<file path="config.mk">
export PLATFORM = sky130hd
export DESIGN_NAME = cbd_word_server
export DESIGN_NICKNAME = d
export VERILOG_FILES = /design/src/rtl/cbd_word_server.sv
export SDC_FILE = /design/constraint.sdc
export NUM_CORES = 1
export LEC_CHECK = 0
export CORE_MARGIN = 1
export CORE_UTILIZATION = 55
export DETAILED_ROUTE_END_ITERATION = 10
export PLACE_DENSITY = 0.83
export SYNTH_ARGS = -nofsm -noshare
export SYNTH_HDL_FRONTEND = slang
export SYNTH_SLANG_ARGS = --single-unit
</file>
<file path="constraint.sdc">
create_clock -name clk -period 7.1 [get_ports clk]
set_input_delay 0.71 -clock clk [delete_from_list [all_inputs] [get_ports clk]]
set_output_delay 0.71 -clock clk [all_outputs]
set_load 0.01 [all_outputs]
</file>
<file path="src/rtl/cbd_word_server.sv">
// cbd_word_server: buffers squeezed 64-bit Keccak lanes in a small FIFO and
// hands them one at a time to the CBD sampler over a four-phase
// give_bits/ready handshake. It counts the words served per polynomial and
// flags when a full polynomial's worth has been delivered.
module cbd_word_server #(
  parameter int DEPTH          = 4,
  parameter int WORDS_PER_POLY = 24
) (
  input  logic                     clk,
  input  logic                     reset,
  input  logic                     start,
  input  logic [63:0]              lane_in,
  input  logic                     lane_valid,
  output logic                     lane_ready,
  input  logic                     give_bits,
  output logic [63:0]              Out,
  output logic                     ready,
  output logic [7:0]               word_count,
  output logic                     poly_done,
  output logic [$clog2(DEPTH):0]   fifo_level
);

  localparam int AW = $clog2(DEPTH);
  localparam logic [AW:0] FULL_LEVEL = (AW+1)'(DEPTH);
  localparam logic [7:0]  LAST_WORD  = 8'(WORDS_PER_POLY);

  typedef enum logic [2:0] {
    IDLE,
    WAIT_REQ,
    FETCH,
    PRESENT,
    DONE
  } state_t;

  state_t state;
  state_t state_next;

  logic [63:0]   mem [DEPTH];
  logic [AW:0]   wr_ptr;
  logic [AW:0]   rd_ptr;
  logic [AW:0]   level;
  logic          full;
  logic          empty;
  logic          push;
  logic          pop;
  logic          count_inc;

  // The pointers carry one extra wrap bit, so their difference is the
  // occupancy and full/empty fall out without a separate counter. Because
  // lane_ready depends only on the registered pointers, a pop never opens
  // room for a push in the same cycle.
  assign level      = wr_ptr - rd_ptr;
  assign full       = (level == FULL_LEVEL);
  assign empty      = (level == '0);
  assign lane_ready = !full;
  assign fifo_level = level;
  assign push       = lane_valid && lane_ready;

  // Lane storage; no reset needed because the pointers define validity
  always_ff @(posedge clk) begin
    if (push) begin
      mem[wr_ptr[AW-1:0]] <= lane_in;
    end
  end

  // FIFO pointers; only reset empties the FIFO, abort leaves it intact
  always_ff @(posedge clk or negedge reset) begin
    if (!reset) begin
      wr_ptr <= '0;
      rd_ptr <= '0;
    end else begin
      if (push) begin
        wr_ptr <= wr_ptr + (AW+1)'(1);
      end
      if (pop) begin
        rd_ptr <= rd_ptr + (AW+1)'(1);
      end
    end
  end

  // State register
  always_ff @(posedge clk or negedge reset) begin
    if (!reset) begin
      state <= IDLE;
    end else begin
      state <= state_next;
    end
  end

  // Next-state logic, pop and count strobes; dropping start overrides all
  always_comb begin
    state_next = state;
    pop        = 1'b0;
    count_inc  = 1'b0;
    case (state)
      IDLE: begin
        if (start) begin
          state_next = WAIT_REQ;
        end
      end
      WAIT_REQ: begin
        if (give_bits) begin
          if (!empty) begin
            pop        = 1'b1;
            state_next = PRESENT;
          end else begin
            state_next = FETCH;
          end
        end
      end
      FETCH: begin
        if (!empty) begin
          pop        = 1'b1;
          state_next = PRESENT;
        end
      end
      PRESENT: begin
        if (!give_bits) begin
          count_inc = 1'b1;
          if (word_count + 8'd1 == LAST_WORD) begin
            state_next = DONE;
          end else begin
            state_next = WAIT_REQ;
          end
        end
      end
      DONE: begin
        state_next = DONE;
      end
      default: begin
        state_next = IDLE;
      end
    endcase
    if (!start && (state != IDLE)) begin
      state_next = IDLE;
      pop        = 1'b0;
      count_inc  = 1'b0;
    end
  end

  // Registered outputs, decoded from the upcoming state so they line up
  // with it; Out only changes when a word is popped
  always_ff @(posedge clk or negedge reset) begin
    if (!reset) begin
      Out        <= '0;
      ready      <= 1'b0;
      poly_done  <= 1'b0;
      word_count <= '0;
    end else begin
      ready     <= (state_next == PRESENT);
      poly_done <= (state_next == DONE);
      if (state_next == IDLE) begin
        word_count <= '0;
      end else if (count_inc) begin
        word_count <= word_count + 8'd1;
      end
      if (pop) begin
        Out <= mem[rd_ptr[AW-1:0]];
      end
    end
  end

endmodule
</file>
==> metrics.txt, run 1 <==
Crit. End Element=output port; CP arrival=3090 ps; port bufs=146; Reg clk slew, reported paths=60 ps; clock latency on the worst-skew pair=between 500 and 600 ps; number of global-route vias before repair=6497; Final Hold Fails=0; global-route wire length before repair=between 30000 and 40000 um; core area=22710 um2; DIE AREA=23860 um2; post-synthesis instance total=580; sequential share of the synthesized area=76.36%; Die Ht=154.5 um; DR vias/cell=5.744; Starting Density=56.31%; CTS tree=done; final slew viol count=0; CTS max path bufs=3; fillers=1329; mapped cell area=12790 um2; LEAKAGE=0.005591 uW; Pwr Total=6872 uW; DR WL/cell=22.45 um; DP Wirelength=14170 um; CP Max Fanout=approximately 70; fin crit share=a little over half; Hold Path Class=in2async; Clock Skews=20.41 ps; antenna cells=0; Chip Width=154.5 um; gp weighted congestion=0.7923; total wire length=23670 um; placed inst area=14540 um2; Max stage delay on crit path=820 ps; RSZ-0062 raised after global routing=false; largest net degree at the start of global routing=69; row count=55; DP Cell Count=992; area grow syn2layout=22.79%; Multi-input gate area=slightly below 3000 um2; Inserted Clock Buffers=34; crit-path leading delay family=flip-flops; synthesized area per cell=22.05 um2; clk sinks=339; CTS root buffer=clkbuf_16; DRT iter0 DRCs=430; Gates resized, CTS repair=0; Max rail drop VDD=between 0.0002 and 0.0003 V; final instance area=15700 um2; setup bufs post-CTS=0; Final Util=69.14%; nature of the critical path startpoint=flop; final layout net count=slightly above 800; Final Setup Violations=0; status=finished clean; Storage cell area=9772 um2; initial antenna violation count=0; Setup TNS Final=0 ps; # H-tree levels=2; Buf+Inv Stages, Crit Path=1; Pre-Repair DR Iteration Count=5; GR Util All Layers=20.73%; Slew headroom=between 30% and 40%; fin crit period=3801 ps; # DRC=0; DRT antenna net count=0; Cell Count, Final, Fillers Out=around 1100; Yosys cell types=35; IO Count=147; gr ovfl total=0; share of layout cells above drive strength 1=25.10%; Yosys warnings=0; class of the most critical setup path=reg2out; CP required=6390 ps; highest achievable clock rate=0.2631 GHz; worst path cell trace=fa_1 > xnor3_1 > nand3b_1 > clkdlybuf4s50_1; total vias in the final route=6054; Slowest-stage cell, CP=dfrtp_4; max-cap check violation count=0; FF+latch count, synth=339; Worst-Margin Slew=1011 ps; Mapped Nets=approximately 660; PD cells=437.7 nW/um2; # hold bufs at CTS=0
synthesized netlist by cell type:
master,number,share of area (%)
edfxtp_1,256,60
dfrtp_1,83,16
mux4_2,64,11
mux2_2,36,3.2
mux2_4,30,3.5
inv_1,10,0.29
nor2_1,10,0.29
xnor2_1,10,0.68
buf_2,9,0.35
clkbuf_1,8,0.23
ha_1,8,0.78
nand2_1,8,0.23
nor4_1,5,0.24
and3_1,4,0.20
buf_6,4,0.35
nand3_1,4,0.16
nor2b_1,4,0.20
a21oi_1,3,0.12
nand2b_1,2,0.098
nand3_2,2,0.16
nand3b_1,2,0.12
nand4_1,2,0.098
nor3_1,2,0.078
o211ai_1,2,0.12
o21ai_0,2,0.078
a21boi_0,1,0.059
a41oi_1,1,0.069
buf_1,1,0.029
fa_1,1,0.16
mux2i_1,1,0.078
o21ai_1,1,0.039
o41ai_1,1,0.069
or3_1,1,0.049
xnor3_1,1,0.18
xor2_1,1,0.069
area by class of cell:
cell class / count / area share [%]
repair buffers: 149 / 9.435
clock buffers: 49 / 6.439
well taps: 285 / 2.271
inverters: 10 / 0.2391
flip-flops and latches: 339 / 62.24
clock inverters: 13 / 0.9802
multi-input cells: 209 / 18.40
state kept, by name, indices dropped and copies added, names as in the netlist:
name and count:
rd_ptr 3, word_count 8, state 3, poly_done 1, wr_ptr 3, Out 64
ready 1, mem 256
stage by stage:
stage | hold WS (ps) | setup slack, ps
CTS | 168.0 | 3230
global route | 186.2 | 3103
finish | 156.9 | 3299
floorplan | 414.4 | 3379
detailed placement | 478.2 | 3655
global placement | 469.3 | 3778
routing by layer:
layer | track usage [%] | up-vias | routed length [um]
li1 | - | 2655 | -
met1 | 26.21 | 3139 | 9299
met2 | 36.72 | 218 | 12680
met3 | 3.895 | 42 | 1195
met4 | 6.129 | 0 | 488
met5 | 0 | - | 0
report_power, final:
group          leakage [uW]  internal [uW]  switching [uW]
registers           0.00335           2760             346
clock network      0.000568           1110             712
logic               0.00167           1130             816
total               0.00559           5000            1870
logic make-up (layout without fill, tap and decap cells):
| group | count (synthesis) | in the layout | synth area share (%) |
|---|---|---|---|
| flip-flops | 339 | 339 | 76.36 |
| multiplexers | 131 | 131 | 18.04 |
| AND/OR/NAND/NOR | 46 | 46 | 1.918 |
| buffers and inverters | 32 | 221 | 1.262 |
| XOR/XNOR | 12 | 12 | 0.9295 |
| AO/OA/AOI/OAI | 11 | 11 | 0.5479 |
| adder cells (fa/ha/maj) | 9 | 9 | 0.9394 |
final timing paths:
path | to | slack, ps | from | cells after the start
worst max-delay path | lane_ready | 3300 | rd_ptr[1]$_DFFE_PN0P_ | 4
worst min-delay path | Out[46]$_DFFE_PN0P_ | 160 | reset | 1
max in group asynchronous | rd_ptr[1]$_DFFE_PN0P_ | 5810 | reset | 2
worst min register to register | wr_ptr[2]$_DFFE_PN0P_ | 490 | wr_ptr[2]$_DFFE_PN0P_ | 1
min in group clk | wr_ptr[2]$_DFFE_PN0P_ | 490 | wr_ptr[2]$_DFFE_PN0P_ | 1
worst max register to register | Out[29]$_DFFE_PN0P_ | 3690 | rd_ptr[1]$_DFFE_PN0P_ | 6
placed cells by master (no fill, tap or decap), drive strengths merged, types with 6 or more instances in the layout:
cell type / instances
clkbuf: 49
nor2: 10
edfxtp: 256
ha: 8
nand3: 6
mux2: 66
clkdlybuf4s50: 145
clkinv: 9
xnor2: 10
dfrtp: 83
mux4: 64
inv: 10
nand2: 8
Note: power is estimated with default switching activity, not from simulation.
==> run 2, diff against run 1 <==
- CORE_UTILIZATION: 55 -> 50
- PLACE_DENSITY: 0.83 -> 0.8
- clock period: 7.1 -> 3.4 ns (I/O delays scaled with it)
==> metrics.txt, run 2 (synthesis results as in run 1) <==
Final Setup Violations=0; IO Count=147; DRT iter0 DRCs=434; Die Ht=between 150 and 200 um; Slew headroom=33.08%; Worst Setup SP=wr_ptr[0]$_DFFE_PN0P_; total wire length=24380 um; global-route wire length before repair=38010 um; commonest non-fill, non-tap cell in the layout=edfxtp_1; crit-path leading delay family=buffers and inverters; LEAKAGE=0.005636 uW; GR Util All Layers=19.42%; final slew viol count=0; Buf+Inv Stages, Crit Path=2; initial antenna violation count=2; fin crit period=3148 ps; clk sinks=339; DIE AREA=26220 um2; gr ovfl total=0; setup bufs post-CTS=0; max-cap check violation count=0; gp weighted congestion=0.7579; CTS tree=done; row count=58; area grow syn2layout=24.12%; Final Hold Fails=0; core area=25110 um2; port bufs=146; CTS root buffer=clkbuf_16; nature of the critical path startpoint=flop; register-to-register setup slack=620 ps; clock latency on the worst-skew pair=500 ps; status=finished clean; max reg flops=256; Worst Slack Setup Final=252.2 ps; DRT antenna net count=0; FF-to-FF Start=wr_ptr[0]$_DFFE_PN0P_; DP Wirelength=15200 um; DR WL/cell=21.95 um; worst path cell trace=inv_1 > ha_1 > fa_1 > xnor3_1 > nand3b_1 > clkdlybuf4s50_1; Clock Skews=just under 10 ps; # H-tree levels=2; number of global-route vias before repair=6700; fin crit share=92.58%; Gates resized, CTS repair=0; commonest non-fill, non-tap cells in the layout=edfxtp_1 (256), clkdlybuf4s50_1 (145), dfrtp_1 (81), mux4_2 (64), clkbuf_16 (37); Worst-Margin Slew=about 1000 ps; CP arrival=2810 ps; highest achievable clock rate=0.3177 GHz; pre-CTS setup slack=606.6 ps; CP required=3060 ps; # DRC=0; DR vias/cell=approximately 5.5; share of layout cells above drive strength 1=25.77%; Starting Density=roughly half; Pre-Repair DR Iteration Count=5; # hold bufs at CTS=0; CTS max path bufs=3; final layout net count=about 830; class of the most critical setup path=reg2out; total vias in the final route=roughly 6100; largest net degree at the start of global routing=73; Storage cell area=9772 um2; Multi-input gate area=2889 um2; Inserted Clock Buffers=35; CP Max Fanout=6; RSZ-0062 raised after global routing=false; Reg clk slew, reported paths=roughly 60 ps; Hold Path Class=in2async; Setup TNS Final=0 ps; Chip Width=161.9 um; PD cells=between 900 and 1000 nW/um2; Max stage delay on crit path=approximately 650 ps; Max rail drop VDD=0.0005597 V; Slowest-stage cell, CP=clkdlybuf4s50_1; Crit. End Element=output port; fillers=1706
==> run 2: power breakdown <==
| part | total [uW] | internal [uW] | leakage [uW] | switching (uW) |
|---|---|---|---|---|
| sequential | 6220 | 5740 | 0.00335 | 476 |
| combinational | 4490 | 2500 | 0.00176 | 1990 |
| clock | 3610 | 2140 | 0.000529 | 1480 |
==> run 2: area by class of cell <==
class	count	area share, %
inverter	10	0.2365
tap	330	2.601
clock buffer	52	6.378
antenna	1	0.01577
timing repair buffer	160	10.48
multi-input combinational	209	18.20
sequential	339	61.57
clock inverter	10	0.5124
==> run 2: through the flow <==
step	instances	area [um2]	hold WS, ps	utilization, %	power (uW)
3_5_place_dp	1048	14780	466.3	58.84	10850
5_1_grt	1110	15870	88.49	63.20	14970
6_report	1111	15870	26.34	63.21	14320
2_1_floorplan	580	12790	44.41	-	8865
4_1_cts	1110	15870	55.81	63.20	14510
3_3_place_gp	1048	14780	460.0	58.84	10660
==> run 2: worst paths after layout <==
kind                            cells past startpoint               endpoint
min in group clk                                    1  wr_ptr[2]$_DFFE_PN0P_
max in group asynchronous                           1  rd_ptr[0]$_DFFE_PN0P_
worst min register to register                      1  wr_ptr[2]$_DFFE_PN0P_
worst max register to register                      7   mem[0][23]$_DFFE_PP_
worst max-delay path                                6             lane_ready
worst min-delay path                                1    Out[58]$_DFFE_PN0P_
==> run 2: routing by layer <==
layer  global-route usage [%]  up-vias  routed length, um
li1                         -     2678                  -
met1                    24.37     3135               9638
met2                    33.63      205              12700
met3                    4.469       39               1526
met4                    6.003        2                501
met5                        0        -                 17
